**config.mk**
```make
export PLATFORM = sky130hd
export DESIGN_NAME = sample_loader
export DESIGN_NICKNAME = d
export VERILOG_FILES = /design/src/rtl/sample_loader.sv
export SDC_FILE = /design/constraint.sdc
export NUM_CORES = 1
export LEC_CHECK = 0
export BUFFER_PORTS_ARGS = -buffer_cell sky130_fd_sc_hd__buf_2
export CORE_MARGIN = 1
export CORE_UTILIZATION = 42
export DETAILED_ROUTE_END_ITERATION = 10
export GPL_TIMING_DRIVEN = 0
export SLEW_MARGIN = 20
export SYNTH_ARGS = -nofsm -noshare
export SYNTH_HDL_FRONTEND = slang
export SYNTH_SLANG_ARGS = --single-unit
```
**constraint.sdc**
```tcl
create_clock -name clk -period 1.9 [get_ports clk]
set_input_delay 0.38 -clock clk [delete_from_list [all_inputs] [get_ports clk]]
set_output_delay 0.38 -clock clk [all_outputs]
set_load 0.02 [all_outputs]
```
**src/rtl/sample_loader.sv**
```systemverilog
// Debounced push-button writer for the two correlator sample banks, with registered read port.
// Commit lands DEBOUNCE_CYCLES+1 cycles after the synchronised button rises; reads return one cycle after rd_addr.
module sample_loader #(
    parameter int DATA_W          = 4,
    parameter int DEPTH           = 9,
    parameter int ADDR_W          = 4,
    parameter int DEBOUNCE_CYCLES = 1000000
) (
    input  logic              clk,
    input  logic              reset,
    input  logic [DATA_W-1:0] data_sw,
    input  logic              bank_sel,
    input  logic              load_btn,
    input  logic              clear,
    input  logic [ADDR_W-1:0] rd_addr,
    output logic [DATA_W-1:0] rd_a,
    output logic [DATA_W-1:0] rd_b,
    output logic [ADDR_W-1:0] count_a,
    output logic [ADDR_W-1:0] count_b,
    output logic              full_a,
    output logic              full_b,
    output logic              wr_pulse
);

    localparam int                CNT_W    = $clog2(DEBOUNCE_CYCLES + 1);
    localparam logic [ADDR_W-1:0] DEPTH_L  = ADDR_W'(DEPTH);
    localparam logic [CNT_W-1:0]  CNT_LAST = CNT_W'(DEBOUNCE_CYCLES - 1);

    typedef enum logic [2:0] {IDLE, DB_PRESS, COMMIT, HELD, DB_RELEASE} state_t;

    state_t             state;
    state_t             state_nxt;
    logic               btn_m;
    logic               btn_s;
    logic [CNT_W-1:0]   db_cnt;
    logic               cnt_done;
    logic               wr_a;
    logic               wr_b;
    logic [DATA_W-1:0]  mem_a [DEPTH];
    logic [DATA_W-1:0]  mem_b [DEPTH];

    always_ff @(posedge clk or negedge reset) begin
        if (!reset) begin
            btn_m <= 1'b0;
            btn_s <= 1'b0;
        end else begin
            btn_m <= load_btn;
            btn_s <= btn_m;
        end
    end

    always_ff @(posedge clk or negedge reset) begin
        if (!reset) state <= IDLE;
        else        state <= state_nxt;
    end

    // Counter restarts whenever a debounce state is entered, so it only runs while the level holds.
    always_ff @(posedge clk or negedge reset) begin
        if (!reset)
            db_cnt <= '0;
        else if (state == DB_PRESS || state == DB_RELEASE)
            db_cnt <= db_cnt + CNT_W'(1);
        else
            db_cnt <= '0;
    end

    assign cnt_done = (db_cnt == CNT_LAST);

    always_comb begin
        state_nxt = state;
        unique case (state)
            IDLE:       if (btn_s) state_nxt = DB_PRESS;
            DB_PRESS:   if (!btn_s) state_nxt = IDLE;
                        else if (cnt_done) state_nxt = COMMIT;
            COMMIT:     state_nxt = HELD;
            HELD:       if (!btn_s) state_nxt = DB_RELEASE;
            DB_RELEASE: if (btn_s) state_nxt = HELD;
                        else if (cnt_done) state_nxt = IDLE;
            default:    state_nxt = IDLE;
        endcase
    end

    always_comb begin
        wr_a = 1'b0;
        wr_b = 1'b0;
        if (state == COMMIT && !clear) begin
            wr_a = !bank_sel && !full_a;
            wr_b =  bank_sel && !full_b;
        end
    end

    assign wr_pulse = wr_a | wr_b;
    assign full_a   = (count_a == DEPTH_L);
    assign full_b   = (count_b == DEPTH_L);

    always_ff @(posedge clk or negedge reset) begin
        if (!reset) begin
            for (int i = 0; i < DEPTH; i++) mem_a[i] <= '0;
            count_a <= '0;
        end else if (clear) begin
            for (int i = 0; i < DEPTH; i++) mem_a[i] <= '0;
            count_a <= '0;
        end else if (wr_a) begin
            mem_a[count_a] <= data_sw;
            count_a        <= count_a + ADDR_W'(1);
        end
    end

    always_ff @(posedge clk or negedge reset) begin
        if (!reset) begin
            for (int i = 0; i < DEPTH; i++) mem_b[i] <= '0;
            count_b <= '0;
        end else if (clear) begin
            for (int i = 0; i < DEPTH; i++) mem_b[i] <= '0;
            count_b <= '0;
        end else if (wr_b) begin
            mem_b[count_b] <= data_sw;
            count_b        <= count_b + ADDR_W'(1);
        end
    end

    // Reads see the array before this edge's write, so a same-address commit returns the old value.
    always_ff @(posedge clk or negedge reset) begin
        if (!reset) begin
            rd_a <= '0;
            rd_b <= '0;
        end else begin
            rd_a <= (rd_addr < DEPTH_L) ? mem_a[rd_addr] : '0;
            rd_b <= (rd_addr < DEPTH_L) ? mem_b[rd_addr] : '0;
        end
    end

endmodule

```
==> impl_metrics.csv, run 1 <==
group,metric,value,unit
finish,final_cell_area,6922,um^2
placement,port_buffers,24,
finish,n_antenna_cell,0,
finish,area_growth_syn_to_layout,25.33,%
floorplanning,die_w,116.7,um
worst_setup_path,cp-start-kind,"register",
flow_run,drv_cap,0,
run_status,failed_checks,"negative setup slack",
floorplanning,start_util,43.41,%
timing,finalHoldViolCount,0,
placement,dp_cells,695,
finish,drive_gt1_share,24.28,%
worst_setup_path,crit_required,1520,ps
power,vdd_drop_max,0.0008468,V
logic_synthesis,yosysTopAreaCellShare,51.20,%
clock_network,ctsLongestPathBuffers,2,
logic_synthesis,yosys-top-cells-count,"dfrtp_1, nor2_1, mux2i_1, nand2_1, clkbuf_1",
floorplanning,core_area,12720,um^2
grt,overflow,0,
finish,finish.utilization,54.41,%
logic_synthesis,yosys_most_used_dff,"dfrtp_1",
routing,num_vias,4090,
floorplanning,io_pins,32,
timing,fmax,0.4712,GHz
clock_network,cts_tree,"built",
clock_network,numCtsBuffers,17,
worst_setup_path,crit_arrival,1740,ps
logic_synthesis,ys_top_cells_by_area,"dfrtp_1, mux2i_1, mux4_2",
placement,hpwl,8.773,mm
worst_setup_path,cp_max_fo,4,
finish,finalNonFillerCells,761,
worst_hold_path,hold_path_depth,1,
worst_setup_path,crit_end,"wr_pulse",
logic_synthesis,synthesis.area,5523,um^2
logic_synthesis,synth_nets,520,
logic_synthesis,synth_most_common_cell,"dfrtp_1",
worst_setup_path,cp.depth,5,
routing,viasPerCell,5.375,
logic_synthesis,async_flop_share,100.0,%
run_status,status,"finished with violations",
worst_setup_path,r2r_slack,-50,ps
logic_synthesis,ys_warn_count,0,
logic_synthesis,syn_inst,498,
grt,grt_usage,21.64,%
clock_network,clk_pin_slew_worst_paths,60,ps
timing,final-setup-viol-count,2,
timing,grt_setup_unrepaired,"true",
worst_setup_path,cp-startpoint,"state[2]",
worst_setup_path,critPathMaxStageDelay,420,ps
timing,skew,7.452,ps
placement,placed_cell_area,5896,um^2
routing,dr.pass1.iters,4,
routing,drtIter0Drc,263,
placement,dp_worst_setup_slack,-692.7,ps
worst_setup_path,worst-path-buf-inv,2,
routing,drtAntennaViolNets,0,
timing,worst_slew_pin_slew,783.0,ps
routing,wire_per_inst,17.43,um
grt,grt_max_degree,68,
placement,gp_congestion,0.7943,
timing,min_period,2122,ps
worst_setup_path,reg2reg_to,"db_cnt[18]",
worst_setup_path,timing.rr.start,"db_cnt[1]",
timing,period_share,111.7,%
worst_setup_path,critPathCaptureType,"output pin",
floorplanning,die-area,13610,um^2
grt,grt_pass1_wl,21.82,mm
floorplanning,rows,41,
power,power,5925,uW
logic_synthesis,synth_seq_cells,113,
logic_synthesis,synth_area_leader_cell,"dfrtp_1",
logic_synthesis,seq_area_frac_synth,51.20,%
timing,timing_max_transition_violations_final,0,
clock_network,cts_root_buf,"clkbuf_16",
logic_synthesis,syn_area_per_cell,11.09,um^2
worst_setup_path,path_cells,"nor4b_4 > clkbuf_8 > nand3b_1 > nand2_1 > buf_6",
grt,grt_pass1_vias,4222,
worst_setup_path,cp_top_family,"simple AND/OR/NAND/NOR gates",
worst_hold_path,hp-class,"in2reg",
timing,layout_setup_ws,-222.3,ps
clock_network,cts.sinks,113,
logic_synthesis,ys_types,43,
worst_setup_path,reg2regPathDepth,5,
finish,nets,598,
timing,relSlewSlack,47.80,%
grt,antenna_found_initial,0,
worst_setup_path,crit_type,"reg2out",
floorplanning,die-height,116.7,um
power,power_density,856.0,nW/um^2
worst_setup_path,crit_slowest_cell,"dfrtp_2",
routing,drcViolationCount,0,
power,leakagePower,0.003555,uW
clock_network,htreeDepth,4,
logic_synthesis,synth_edf_count,0,
clock_network,clk_latency,420,ps
routing,wirelength,13.26,mm
[cell usage in the layout (no fill, tap or decap), types with 4 or more instances in the layout]
cell type / instances
buf_4: 31
or3_1: 4
nor2b_1: 8
nor2_1: 89
a22oi_1: 7
clkbuf_16: 17
a21oi_1: 9
buf_6: 7
clkbuf_8: 5
ha_1: 6
dfrtp_1: 108
inv_1: 10
xnor2_1: 6
nand2_1: 29
o21ai_0: 14
mux2i_1: 74
o31ai_1: 4
nand4b_1: 10
dfrtp_2: 5
xor2_1: 5
nand4_1: 15
clkbuf_1: 23
buf_2: 26
nand3_1: 4
mux4_2: 16
[cells by family after synthesis]
group	Yosys count	synth area share, %
simple gates	192	17.60
flops	113	51.20
mux	92	20.32
buf+inv	42	2.945
compound gates	39	4.146
xor+xnor	11	1.744
fa+ha+maj	9	2.039
[layer usage]
layer	vias to the layer above	global-route usage, %	routed length, um
met3	20	5.397	348
met1	2107	26.70	5799
li1	1912	-	-
met2	51	36.57	6909
met4	0	8.439	203
met5	-	0	0
[repair_timing]
item	in CTS	in global routing
buffers inserted	30	6
hold endpoints to repair	43	0
gates resized for setup	24	20
hold buffers	1	0
setup endpoints to repair	85	75
pin swaps	13	14
[worst min-delay path by stage]
| stage | startpoint | endpoint | slack, ps |
|---|---|---|---|
| 5_1_grt | load_btn | btn_m | 50 |
| 4_1_cts | load_btn | btn_m | 50 |
| 2_1_floorplan | reset | btn_m | 80 |
| 3_3_place_gp | btn_m | btn_s | 330 |
| 6_report | load_btn | btn_m | 70 |
| 3_5_place_dp | btn_m | btn_s | 350 |
[power breakdown]
part	switching, uW	internal (uW)
Combinational	184	75.7
Sequential	15.5	2420
Clock	1150	2070
Total	1350	4570
[final cells by class]
type	instances	area, um^2
Clock buffer	21	480.5
Multi-Input combinational cell	343	2644
Tap cell	172	215.2
Timing Repair Buffer	61	451.7
Clock inverter	11	127.6
Buffer	29	127.6
Inverter	11	41.29
Sequential cell	113	2834
Fill cell	1167	5801
[worst reg2reg max path, cell delays in order, from the launching register on]
cell and delay [ps]:
dfrtp_1 430, ha_4 160, nand4_1 110, or4_4 560, or4_4 510, a21oi_2 130
[through the flow]
| step | hold WS, ps | setup TNS, ps |
|---|---|---|
| 2_1_floorplan | 84.41 | -30.96 |
| 3_3_place_gp | 333.1 | -141120 |
| 3_5_place_dp | 346.4 | -44290 |
| 4_1_cts | 52.44 | -1357 |
| 5_1_grt | 54.92 | -904.9 |
| 6_report | 67.36 | -276.8 |
[sequential cells by signal, summed over array words and instances (netlist names)]
name,count
count_b,4
state,3
btn_m,1
rd_a,4
btn_s,1
rd_b,4
count_a,4
db_cnt,20
mem_b,36
mem_a,36
(Power assumes the default switching activity.)
==> inputs of run 2 (changes only) <==
ABC_AREA = 1   (was not set)
==> run 2 against run 1 <==
The run still ends with negative setup slack left. Sequential share of layout area grew 0.74 points. Routed wire length grew 11%. Largest power group unchanged. Final area shrank 1.9%. Critical path depth grew 3. Clock skew shrank 1.2 ps. Clock power shrank 3%. Worst setup slack gained 200 ps. Global-route usage grew 1.3 points.
==> impl_metrics.csv, run 2 <==
group,metric,value,unit
floorplanning,die-height,117.4,um
worst_hold_path,hp-class,"in2reg",
routing,drtAntennaViolNets,0,
routing,drcViolationCount,0,
placement,port_buffers,28,
power,power_density,981.2,nW/um^2
worst_setup_path,critPathCaptureType,"output pin",
worst_setup_path,worst-path-buf-inv,3,
clock_network,numCtsBuffers,17,
power,leakagePower,0.003103,uW
clock_network,ctsLongestPathBuffers,2,
logic_synthesis,synth_area_leader_cell,"dfrtp_1",
finish,layout_commonest_cell,"nand2_1",
finish,n_antenna_cell,0,
logic_synthesis,syn_area_per_cell,8.072,um^2
flow_run,drv_cap,0,
clock_network,cts_tree,"built",
run_status,failed_checks,"negative setup slack",
run_status,status,"finished with violations",
logic_synthesis,ys_warn_count,0,
worst_setup_path,cp-start-kind,"register",
finish,area_growth_syn_to_layout,21.43,%
logic_synthesis,yosys_most_used_dff,"dfrtp_1",
clock_network,cts.sinks,113,
logic_synthesis,synth_most_common_cell,"nand2_1",
logic_synthesis,seq_area_frac_synth,50.55,%
finish,layout_common_cells,"nand2_1, dfrtp_1, o21ai_0",
floorplanning,start_util,43.62,%
logic_synthesis,syn_inst,693,
clock_network,cts_root_buf,"clkbuf_16",
finish,nets,781,
floorplanning,io_pins,32,
worst_setup_path,cp_max_fo,3,
logic_synthesis,async_flop_share,100.0,%
worst_setup_path,crit_required,1520,ps
timing,layout_setup_ws,-21.53,ps
grt,grt_pass1_wl,24.63,mm
floorplanning,core_area,12820,um^2
clock_network,clk_pin_slew_worst_paths,50,ps
logic_synthesis,yosysTopAreaCellShare,50.55,%
timing,skew,6.266,ps
routing,drtIter0Drc,300,
finish,top_regs,"mem_a: 36 flops, mem_b: 36 flops, db_cnt: 20 flops",
worst_setup_path,crit_slowest_cell,"dfrtp_1",
logic_synthesis,synthesis.area,5594,um^2
routing,wirelength,14.76,mm
clock_network,htreeDepth,4,
logic_synthesis,synth_seq_cells,113,
grt,grt_usage,22.94,%
grt,overflow,0,
timing,period_share,101.1,%
grt,grt_max_degree,77,
floorplanning,rows,41,
routing,wire_per_inst,15.65,um
routing,dr.pass1.iters,5,
clock_network,clk_latency,420,ps
logic_synthesis,yosys-top-cells-count,"nand2_1, dfrtp_1, o21ai_0, nand3_1, inv_1",
logic_synthesis,synth_edf_count,0,
timing,fmax,0.5204,GHz
routing,viasPerCell,5.320,
worst_setup_path,crit_arrival,1540,ps
timing,finalHoldViolCount,0,
logic_synthesis,ys_top_cells_by_area,"dfrtp_1, nand2_1, o21ai_0",
logic_synthesis,synth_nets,715,
finish,fillers,1254,
timing,worst_slew_pin_slew,816.7,ps
floorplanning,die-area,13790,um^2
placement,hpwl,10.32,mm
grt,antenna_found_initial,0,
timing,min_period,1922,ps
power,vdd_drop_max,0.0005928,V
finish,drive_gt1_share,16.21,%
timing,relSlewSlack,45.13,%
worst_setup_path,cp_top_family,"flip-flops",
finish,final_cell_area,6793,um^2
timing,timing_max_transition_violations_final,0,
timing,hold_ws,64.55,ps
logic_synthesis,ys_types,35,
grt,grt_pass1_vias,4847,
placement,placed_cell_area,5989,um^2
timing,grt_setup_unrepaired,"true",
routing,num_vias,5017,
placement,gp_congestion,0.8899,
worst_setup_path,crit_type,"reg2out",
timing,final-setup-viol-count,1,
worst_setup_path,path_cells,"inv_2 > ha_4 > inv_2 > nor2_4 > nor2_4 > nand2_4 > nand2_2 > buf_6",
floorplanning,die_w,117.4,um
worst_setup_path,critPathMaxStageDelay,400,ps
[run 2: cell types whose count changed in the layout (fill, tap and decap cells not counted), moves of 9 or more]
cell      previous run  this run
mux4_2              16         0
o21ai_0             14        83
inv_1               10        53
nand2_1             29       157
buf_4               31        19
nand4_1             15         6
o22ai_1              0        14
nand4b_1            10         0
nand3_1              4        80
nor2_1              89        53
mux2i_1             74         0
o21ai_1              0        10
a21oi_1              9        30
[run 2: cell families (layout without fill, tap and decap cells)]
logic type                 after synthesis  in the layout  share of synthesized area [%]
adders and majority gates                9              9                          2.013
and+or+nand+nor                        326            326                          25.36
xor gates and xnor gates                 2              2                         0.3132
DFF                                    113            113                          50.55
AOI/OAI and AO/OA                      155            155                          15.14
buffers and inverters                   88            166                          6.620
[run 2: routing by layer]
| metal | wire length [um] | vias up | track usage, % |
|---|---|---|---|
| met5 | 0 | - | 0 |
| met4 | 178 | 0 | 7.468 |
| met3 | 1034 | 18 | 6.177 |
| met2 | 6881 | 173 | 35.84 |
| met1 | 6663 | 2375 | 30.81 |
| li1 | - | 2451 | - |
[run 2: final timing paths]
path                             from          to  slack (ps)  depth (start not counted)
max reg2reg                  state[2]    mem_a[8]         140                         11
max in group asynchronous       reset  count_b[1]         750                          3
max                        count_a[1]    wr_pulse         -20                          8
min reg2reg                     btn_m       btn_s         350                          0
min in group asynchronous       reset   mem_a[34]         440                          2
min                          load_btn       btn_m          60                          1
[run 2: worst reg2reg max path, stage by stage, from the launching register on]
cell and delay [ps]:
dfrtp_1 390, nor2_2 140, buf_4 140, nand3_4 60, nor2_4 120, nand2_4 60, buf_4 160, nand2_2 90
clkbuf_4 180, nand2_1 110, nand2_1 80, o21ai_0 70
[run 2: area by class of cell]
| class | instances | area (um^2) | share of cell area [%] |
|---|---|---|---|
| Sequential cell | 113 | 2831 | 41.68 |
| Multi-Input combinational cell | 492 | 2469 | 36.34 |
| Clock buffer | 27 | 513.0 | 7.552 |
| Timing Repair Buffer | 48 | 327.8 | 4.826 |
| Inverter | 63 | 241.5 | 3.555 |
| Tap cell | 172 | 215.2 | 3.168 |
| Buffer | 24 | 122.6 | 1.805 |
| Clock inverter | 4 | 72.57 | 1.068 |
[run 2: where the power goes]
group          leakage (uW)  switching, uW  internal (uW)
Clock              0.000284           1050           2090
Sequential          0.00156           57.6           2480
Combinational       0.00126            636            351
Total               0.00310           1740           4920
[run 2: repair_timing]
action	in CTS	in global routing
gates resized for setup	17	11
cloned	0	1
setup endpoints to repair	24	27
buffers inserted	15	2
pin swaps	6	6
hold buffers	1	0
hold endpoints to repair	37	0
[run 2: stage by stage]
step	setup WS [ps]	setup TNS, ps	util, %	cells	total power (uW)
after floorplan	58.20	0	-	693	3160
after global placement	-1122	-102510	46.44	893	3409
after detailed placement	-67.07	-574.9	46.70	894	3435
after CTS	-49.66	-49.66	52.63	941	6673
after global routing	-102.1	-185.7	52.97	943	6976
final	-21.53	-21.53	52.97	943	6665
==> inputs of run 3 (changes only) <==
RECOVER_POWER = 50   (was not set)
==> run 3 against run 2 <==
The run still ends with negative setup slack left. Power shrank 0.11%. Via count unchanged. First-iteration DRC count rose by 9.0%. Largest cell class unchanged. Highest routed layer unchanged.
==> impl_metrics.csv, run 3 (same netlist as run 2, synthesis figures left out) <==
group,metric,value,unit
run_status,status,"finished with violations",
run_status,failed_checks,"negative setup slack",
worst_setup_path,crit_type,"reg2out",
worst_hold_path,hp-class,"in2reg",
floorplanning,start_util,43.62,%
power,leakagePower,0.003078,uW
clock_network,cts.sinks,113,
floorplanning,die-height,117.4,um
worst_setup_path,critPathCaptureType,"output pin",
worst_setup_path,cp-start-kind,"register",
routing,drtAntennaViolNets,0,
finish,area_growth_syn_to_layout,21.07,%
worst_setup_path,crit_required,1520,ps
worst_setup_path,timing.rr.start,"state[2]",
finish,finalNonFillerCells,943,
power,power,6657,uW
timing,skew,6.270,ps
timing,fmax,0.5205,GHz
finish,nets,781,
flow_run,drv_cap,0,
finish,n_antenna_cell,0,
routing,drcViolationCount,0,
clock_network,htreeDepth,4,
timing,timing_max_transition_violations_final,0,
worst_setup_path,cp_max_fo,3,
timing,min_period,1921,ps
grt,antenna_found_initial,0,
routing,wirelength,14.73,mm
placement,port_buffers,28,
worst_setup_path,crit_end,"wr_pulse",
timing,final-setup-viol-count,1,
clock_network,clk_pin_slew_worst_paths,50,ps
clock_network,numCtsBuffers,17,
worst_setup_path,crit_arrival,1540,ps
clock_network,cts_root_buf,"clkbuf_16",
worst_setup_path,r2r_slack,140,ps
timing,period_share,101.1,%
timing,finalHoldViolCount,0,
grt,grt_pass1_wl,24.63,mm
timing,worst_slew_pin_slew,983.8,ps
power,vdd_drop_max,0.0005933,V
finish,final_cell_area,6773,um^2
placement,hpwl,10.32,mm
grt,grt_pass1_vias,4847,
placement,gp_congestion,0.8899,
finish,fillers,1259,
grt,grt_max_degree,77,
routing,num_vias,5017,
floorplanning,io_pins,32,
power,power_density,983.0,nW/um^2
timing,grt_setup_unrepaired,"true",
clock_network,cts_tree,"built",
clock_network,ctsLongestPathBuffers,2,
placement,placed_cell_area,5989,um^2
worst_setup_path,reg2regPathDepth,11,
grt,grt_usage,22.94,%
worst_setup_path,cp-startpoint,"count_a[1]",
routing,viasPerCell,5.320,
finish,top_regs,"mem_a: 36 flops, mem_b: 36 flops, db_cnt: 20 flops",
routing,dr.pass1.iters,5,
clock_network,clk_latency,420,ps
finish,layout_commonest_cell,"nand2_1",
worst_setup_path,reg2reg_to,"mem_a[8]",
timing,relSlewSlack,34.41,%
floorplanning,core_area,12820,um^2
routing,drtIter0Drc,327,
floorplanning,rows,41,
placement,dp_cells,894,
grt,overflow,0,
finish,drive_gt1_share,15.56,%
floorplanning,die_w,117.4,um
floorplanning,die-area,13790,um^2
timing,layout_setup_ws,-21.16,ps
routing,wire_per_inst,15.62,um
finish,layout_common_cells,"nand2_1, dfrtp_1, o21ai_0",
## run 3: how the worst min path moves through the flow
| stage | startpoint | end | slack [ps] | depth (start not counted) |
|---|---|---|---|---|
| final | load_btn | btn_m | 60 | 1 |
| after global routing | load_btn | btn_m | 40 | 1 |
| after CTS | load_btn | btn_m | 50 | 1 |
| after detailed placement | reset | mem_a[22] | 310 | 1 |
| after global placement | btn_m | btn_s | 330 | 0 |
| after floorplan | reset | btn_m | 80 | 0 |
## run 3: final cells by class
cell class	count	area (um^2)	area share [%]
plain buffers	24	122.6	1.810
clock buffers	27	513.0	7.574
well taps	172	215.2	3.178
flip-flops and latches	113	2831	41.81
inverters	63	241.5	3.565
clock inverters	4	72.57	1.071
repair buffers	48	307.8	4.545
multi-input cells	492	2469	36.45
## run 3: critical path, cell delays in order, from the launching register on
cell and delay (ps):
dfrtp_1 400, inv_2 100, ha_4 140, inv_2 40, nor2_4 150, nor2_4 50, nand2_4 70, nand2_2 60
buf_6 120
## run 3: per-layer routing
layer	track usage (%)	share of wire, %	vias up
met4	7.468	1.3	0
met3	6.177	7.0	20
met2	35.84	47	179
met1	30.81	45	2366
li1	-	-	2452
met5	0	0	-
## run 3: repair_timing
action | 4_1_cts | 5_1_grt
hold buffers | 1 | 0
hold endpoints to repair | 37 | 0
buffers inserted | 15 | 2
gates cloned | 0 | 1
gates resized for setup | 17 | 11
endpoints found under the setup margin | 24 | 27
pin swaps | 6 | 6
## run 3: power breakdown
part,switching [uW],total (uW),internal [uW]
Sequential,57.4,2540,2480
Clock,1050,3140,2090
Combinational,635,981,346
Total,1740,6660,4920
## run 3: metrics by stage
stage               hold WS [ps]  worst slack [ps]  TNS, ps  utilization [%]
floorplan                  84.41             58.20        0                -
global placement           333.7             -1122  -102510            46.44
detailed placement         311.2            -67.07   -574.9            46.70
CTS                        50.35            -49.66   -49.66            52.63
global route               41.41            -102.1   -185.7            52.81
finish                     64.57            -21.16   -21.16            52.81
